`src/rtl/lcd_spi_tx.sv`:
```
// Byte-wide SPI mode-0 transmitter for an LCD controller with chip select and D/C line.
// Define LCD_SPI_TX_FIFO_EN for a 4-entry input FIFO; otherwise a single holding register is used.
module lcd_spi_tx #(
  parameter int CLK_DIV    = 4,
  parameter int GAP_CYCLES = 2
) (
  input  logic       clk,
  input  logic       rst,
  input  logic       in_valid,
  output logic       in_ready,
  input  logic       in_dc,
  input  logic [7:0] in_data,
  output logic       busy,
  output logic       done,
  output logic       ss,
  output logic       sck,
  output logic       mosi,
  output logic       dc
);

  typedef enum logic [1:0] {
    IDLE  = 2'd0,
    SHIFT = 2'd1,
    GAP   = 2'd2
  } state_t;

  localparam logic [7:0] DIV_LAST = 8'(CLK_DIV - 1);
  localparam logic [7:0] GAP_LAST = 8'(GAP_CYCLES - 1);

  state_t     state_q, state_d;
  logic [7:0] div_q, div_d;
  logic [2:0] bit_q, bit_d;
  logic [7:0] gap_q, gap_d;
  logic [6:0] shreg_q, shreg_d;
  logic       ss_q, ss_d;
  logic       sck_q, sck_d;
  logic       mosi_q, mosi_d;
  logic       dc_q, dc_d;
  logic       done_q, done_d;

  logic       push;
  logic       pop;
  logic       buf_empty;
  logic       buf_full;
  logic [8:0] buf_head;

  // Readiness depends only on occupancy, so a pop in the same cycle never frees a slot early.
  assign in_ready = rst | ~buf_full;
  assign push     = in_valid & ~buf_full & ~rst;
  assign pop      = (state_q == IDLE) & ~buf_empty;
  assign busy     = ~rst & ((state_q != IDLE) | ~buf_empty);

`ifdef LCD_SPI_TX_FIFO_EN
  logic [8:0] mem_q [4];
  logic [8:0] mem_d [4];
  logic [1:0] wr_ptr_q, wr_ptr_d;
  logic [1:0] rd_ptr_q, rd_ptr_d;
  logic [2:0] count_q, count_d;

  assign buf_empty = (count_q == 3'd0);
  assign buf_full  = (count_q == 3'd4);
  assign buf_head  = mem_q[rd_ptr_q];

  always_comb begin
    mem_d    = mem_q;
    wr_ptr_d = wr_ptr_q;
    rd_ptr_d = rd_ptr_q;
    count_d  = count_q;
    if (push) begin
      mem_d[wr_ptr_q] = {in_dc, in_data};
      wr_ptr_d        = wr_ptr_q + 2'd1;
    end
    if (pop) begin
      rd_ptr_d = rd_ptr_q + 2'd1;
    end
    case ({push, pop})
      2'b10:   count_d = count_q + 3'd1;
      2'b01:   count_d = count_q - 3'd1;
      default: count_d = count_q;
    endcase
  end

  always_ff @(posedge clk) begin
    if (rst) begin
      wr_ptr_q <= 2'd0;
      rd_ptr_q <= 2'd0;
      count_q  <= 3'd0;
    end else begin
      wr_ptr_q <= wr_ptr_d;
      rd_ptr_q <= rd_ptr_d;
      count_q  <= count_d;
    end
    mem_q <= mem_d;
  end
`else
  logic [8:0] hold_q, hold_d;
  logic       full_q, full_d;

  assign buf_empty = ~full_q;
  assign buf_full  = full_q;
  assign buf_head  = hold_q;

  // A push can only happen while empty, so push and pop never collide here.
  always_comb begin
    hold_d = hold_q;
    full_d = full_q;
    if (pop) begin
      full_d = 1'b0;
    end
    if (push) begin
      hold_d = {in_dc, in_data};
      full_d = 1'b1;
    end
  end

  always_ff @(posedge clk) begin
    if (rst) begin
      full_q <= 1'b0;
    end else begin
      full_q <= full_d;
    end
    hold_q <= hold_d;
  end
`endif

  // Outputs are registered: the cycle after the pop is byte cycle 0, and every
  // sck edge lands on a multiple of CLK_DIV counted from there.
  always_comb begin
    state_d = state_q;
    div_d   = div_q;
    bit_d   = bit_q;
    gap_d   = gap_q;
    shreg_d = shreg_q;
    ss_d    = ss_q;
    sck_d   = sck_q;
    mosi_d  = mosi_q;
    dc_d    = dc_q;
    done_d  = 1'b0;
    case (state_q)
      IDLE: begin
        if (!buf_empty) begin
          state_d = SHIFT;
          ss_d    = 1'b0;
          sck_d   = 1'b0;
          dc_d    = buf_head[8];
          mosi_d  = buf_head[7];
          shreg_d = buf_head[6:0];
          div_d   = 8'd0;
          bit_d   = 3'd0;
        end
      end
      SHIFT: begin
        if (div_q == DIV_LAST) begin
          div_d = 8'd0;
          if (!sck_q) begin
            sck_d = 1'b1;
          end else if (bit_q == 3'd7) begin
            state_d = GAP;
            ss_d    = 1'b1;
            sck_d   = 1'b0;
            mosi_d  = 1'b0;
            done_d  = 1'b1;
            gap_d   = 8'd0;
          end else begin
            sck_d   = 1'b0;
            bit_d   = bit_q + 3'd1;
            mosi_d  = shreg_q[6];
            shreg_d = {shreg_q[5:0], 1'b0};
          end
        end else begin
          div_d = div_q + 8'd1;
        end
      end
      GAP: begin
        if (gap_q == GAP_LAST) begin
          state_d = IDLE;
        end else begin
          gap_d = gap_q + 8'd1;
        end
      end
      default: begin
        state_d = IDLE;
      end
    endcase
  end

  always_ff @(posedge clk) begin
    if (rst) begin
      state_q <= IDLE;
      div_q   <= 8'd0;
      bit_q   <= 3'd0;
      gap_q   <= 8'd0;
      shreg_q <= 7'd0;
      ss_q    <= 1'b1;
      sck_q   <= 1'b0;
      mosi_q  <= 1'b0;
      dc_q    <= 1'b0;
      done_q  <= 1'b0;
    end else begin
      state_q <= state_d;
      div_q   <= div_d;
      bit_q   <= bit_d;
      gap_q   <= gap_d;
      shreg_q <= shreg_d;
      ss_q    <= ss_d;
      sck_q   <= sck_d;
      mosi_q  <= mosi_d;
      dc_q    <= dc_d;
      done_q  <= done_d;
    end
  end

  assign ss   = ss_q;
  assign sck  = sck_q;
  assign mosi = mosi_q;
  assign dc   = dc_q;
  assign done = done_q;

endmodule

```
`config.mk`:
```
export PLATFORM = sky130hd
export DESIGN_NAME = lcd_spi_tx
export DESIGN_NICKNAME = d
export VERILOG_FILES = /design/src/rtl/lcd_spi_tx.sv
export SDC_FILE = /design/constraint.sdc
export NUM_CORES = 1
export LEC_CHECK = 0
export BUFFER_PORTS_ARGS = -buffer_cell sky130_fd_sc_hd__buf_2
export CAP_MARGIN = 25
export CORE_MARGIN = 5
export CORE_UTILIZATION = 40
export DETAILED_ROUTE_END_ITERATION = 10
export PLACE_DENSITY_LB_ADDON = 0.1
export SYNTH_ARGS = -nofsm -noshare
export SYNTH_HDL_FRONTEND = slang
export SYNTH_SLANG_ARGS = --single-unit
```
`constraint.sdc`:
```
create_clock -name clk -period 1.9 [get_ports clk]
set_clock_uncertainty 0.2 [all_clocks]
set_input_delay 0.19 -clock clk [delete_from_list [all_inputs] [get_ports clk]]
set_output_delay 0.19 -clock clk [all_outputs]
set_load 0.005 [all_outputs]
```
==> reports/results.txt <==
Largest net degree at the start of global routing - 24
Detailed Route WL - 4470 um
Arrival time at the worst endpoint - 1.94 ns
Critical path's slowest cell - or4b_4
HP Class - in -> reg
GRT Util Overall - 15.2%
YS warnings - 0
Max IR drop VDD - 398 uV
Rel. slew slack - 58.3%
Crit-path max FO - 5
Yosys top cell by area - dfxtp_1
Average size of a mapped cell - 9.68 um2
Async set or reset register ratio after synthesis - 0%
Port Buffer Count - 18
Post-layout util - 53.8%
Synth-to-layout area growth - 28.5%
Fin crit share - 101%
Antenna violations before repair - 0
Synth area leaders - dfxtp_1 (34%), edfxtp_1 (13%), nor2_1 (4.9%), o221a_2 (3.4%), nand2_1 (3.2%)
# fillers - 421
Clock latency on the worst-skew pair - 0.29 ns
Share of the synthesized area in the top cell type - 34.0%
Setup slack after layout - -0.0173 ns
Mapped Cells - 207
Core Footprint - 0.00479 mm2
Chip Width - 80.8 um
Initial core utilization - 41.9%
Dpl ws - -0.0273 ns
Final RePlAce weighted congestion - 0.804
Worst r2r src - gap_q[1]
First-pass GRT wire length - 7690 um
Vias in the first global route - 1654
Synth Register Bits - 43
Hold EP - div_q[1]
Clk buf depth - 2
CP Cell Sequence - inv_2, ha_4, or4b_4, o41ai_4, buf_4, nand3_2, a31oi_1
TritonCTS clock tree - built
CTS Buf Count - 5
# placed instances - 307
Hpwl dp - 3110 um
Core Rows - 25
Htree depth - 2
Overall power - 1.73 mW
Fin. Hold Viols - 0
Power Dens Cells - 671 mW/mm2
RSZ-0062 raised after global routing - yes
Post-synth top flop - dfxtp_1
DRC - 0
Clock root buffer - clkbuf_8
Post-Syn Area - 0.00200 mm2
Most numerous cell in the Yosys netlist - dfxtp_1
Via density - 5.31
Clk sinks - 43
DR WL/cell - 13.7 um
Net Count, Synth - 224
Status - finished with violations
Hold depth - 2
Failing checks - setup timing
Hold path start - rst
Critical path capture point type - flip-flop
CP max stage delay - 0.46 ns
Synth unique cells - 51
Total number of vias - 1736
Overflow after GRT - 0
Fmax - 0.522 GHz
Setup TNS - -0.0173 ns
DIE HEIGHT - 80.8 um
Synth top cells by count - dfxtp_1 (34), nor2_1 (26), nand2_1 (17), a21oi_1 (12), nand3_1 (12)
Initial detailed-routing violation count - 100
Fin cells - 327
Maxcap violations - 0
R2r setup slk - -0.02 ns
Layout Nets - 276
Final min period - 1.92 ns
Worst Tran Pin Value - 0.625 ns
WP data required - 1.92 ns
Ratio of cells with drive above 1 in the final layout - 33.5%
Worst setup SP type - flip-flop
Crit path kind - reg -> reg
I/O pins - 19
Die ar. - 0.00652 mm2
TritonRoute pass-1 iters - 4
Post-route ant nets - 0
Reg-to-Reg End - gap_q[7]
R2R cell count - 7
P_leak - 0.959 nW
N_diodes - 0
Setup Viol. Count Final - 1
Max Slew Vio Count - 0
EDFF count, synth - 9
Sequential-to-total area share from yosys stat - 47.5%
Clk slew on worst S/H paths - 0.08 ns
## cells in the final DEF, fill, tap and decap left out, types with 4 or more instances in the layout
cell	n
a21oi_1	11
a31oi_1	7
buf_2	18
buf_4	28
clkbuf_8	5
dfxtp_1	30
dfxtp_2	4
dlygate4sd3_1	9
edfxtp_1	9
nand2_1	17
nand2b_1	6
nand3_1	10
nand3b_1	4
nor2_1	26
nor3_1	7
o21ai_0	7
o221a_2	6
## cells by family after synthesis
kind of cell	Yosys count	synth area share, %
and+or+nand+nor	98	26.9
DFF	43	47.5
AOI/OAI and AO/OA	48	17.7
adders and majority gates	5	3.12
buffers and inverters	11	3.81
muxes	2	0.999
## metrics by stage
| step | hold slack, ns | cell area, um2 |
|---|---|---|
| after floorplan | 0.0889 | 2020 |
| after global placement | 0.166 | 2310 |
| after detailed placement | 0.168 | 2310 |
| after CTS | 0.0829 | 2530 |
| after global routing | 0.118 | 2570 |
| final | 0.0946 | 2570 |
## sequential cells by signal, summed over array words and instances (netlist names)
register  cells
mosi          1
dc            1
shreg_q       7
div_q         8
bit_q         3
done          1
buf_full      1
buf_head      9
ss            1
sck           1
gap_q         8
state_q       2
## report_power, final
group | internal [mW] | switching (mW) | total [mW] | leakage [nW]
logic | 0.0861 | 0.0876 | 0.174 | 0.554
clock network | 0.253 | 0.307 | 0.560 | 0.0426
registers | 0.970 | 0.0247 | 0.994 | 0.362
## routing by layer
metal	global-route usage [%]	routed length (um)	part of all wire (%)	vias up
met5	0	0	0	-
met4	5.74	93	2.1	0
met3	3.77	158	3.5	10
met2	24.8	2190	49	34
met1	19.3	2030	45	821
li1	-	-	-	871
## cell type report
| cell class | instances | area, um2 | area share (%) |
|---|---|---|---|
| Inverter | 1 | 3.75 | 0.146 |
| Clock inverter | 2 | 8.76 | 0.340 |
| Multi-Input combinational cell | 153 | 1060 | 41.2 |
| Clock buffer | 6 | 72.6 | 2.82 |
| Sequential cell | 43 | 956 | 37.1 |
| Tap cell | 67 | 83.8 | 3.26 |
| Timing Repair Buffer | 55 | 390 | 15.2 |
## what timing repair did
action                                  4_1_cts  5_1_grt
endpoints found under the hold margin         9        0
gates resized for setup                       7        6
hold buffers                                  9        0
pin swaps                                     3        3
cloned                                        0        0
endpoints found under the setup margin        6       15
setup buffers                                 1        2
## how the worst max path moves through the flow
stage                  to  startpoint  slack [ns]  cells past startpoint
3_5_place_dp     gap_q[2]    gap_q[1]       -0.03                      7
3_3_place_gp     gap_q[6]    gap_q[1]       -0.02                      6
4_1_cts          gap_q[7]    gap_q[1]       -0.03                      7
2_1_floorplan  shreg_q[6]    div_q[1]       -0.08                      6
6_report         gap_q[7]    gap_q[1]       -0.02                      7
5_1_grt          gap_q[4]    div_q[1]       -0.11                      7
## critical path: cells and delay by family, from the launching register on
family | cells | cell delay, ns
AO/OA/AOI/OAI | 2 | 0.43
adder cells (fa/ha/maj) | 1 | 0.10
buffers and inverters | 2 | 0.26
flip-flops | 1 | 0.33
AND/OR/NAND/NOR | 2 | 0.53
Note: power is estimated with default switching activity, not from simulation.
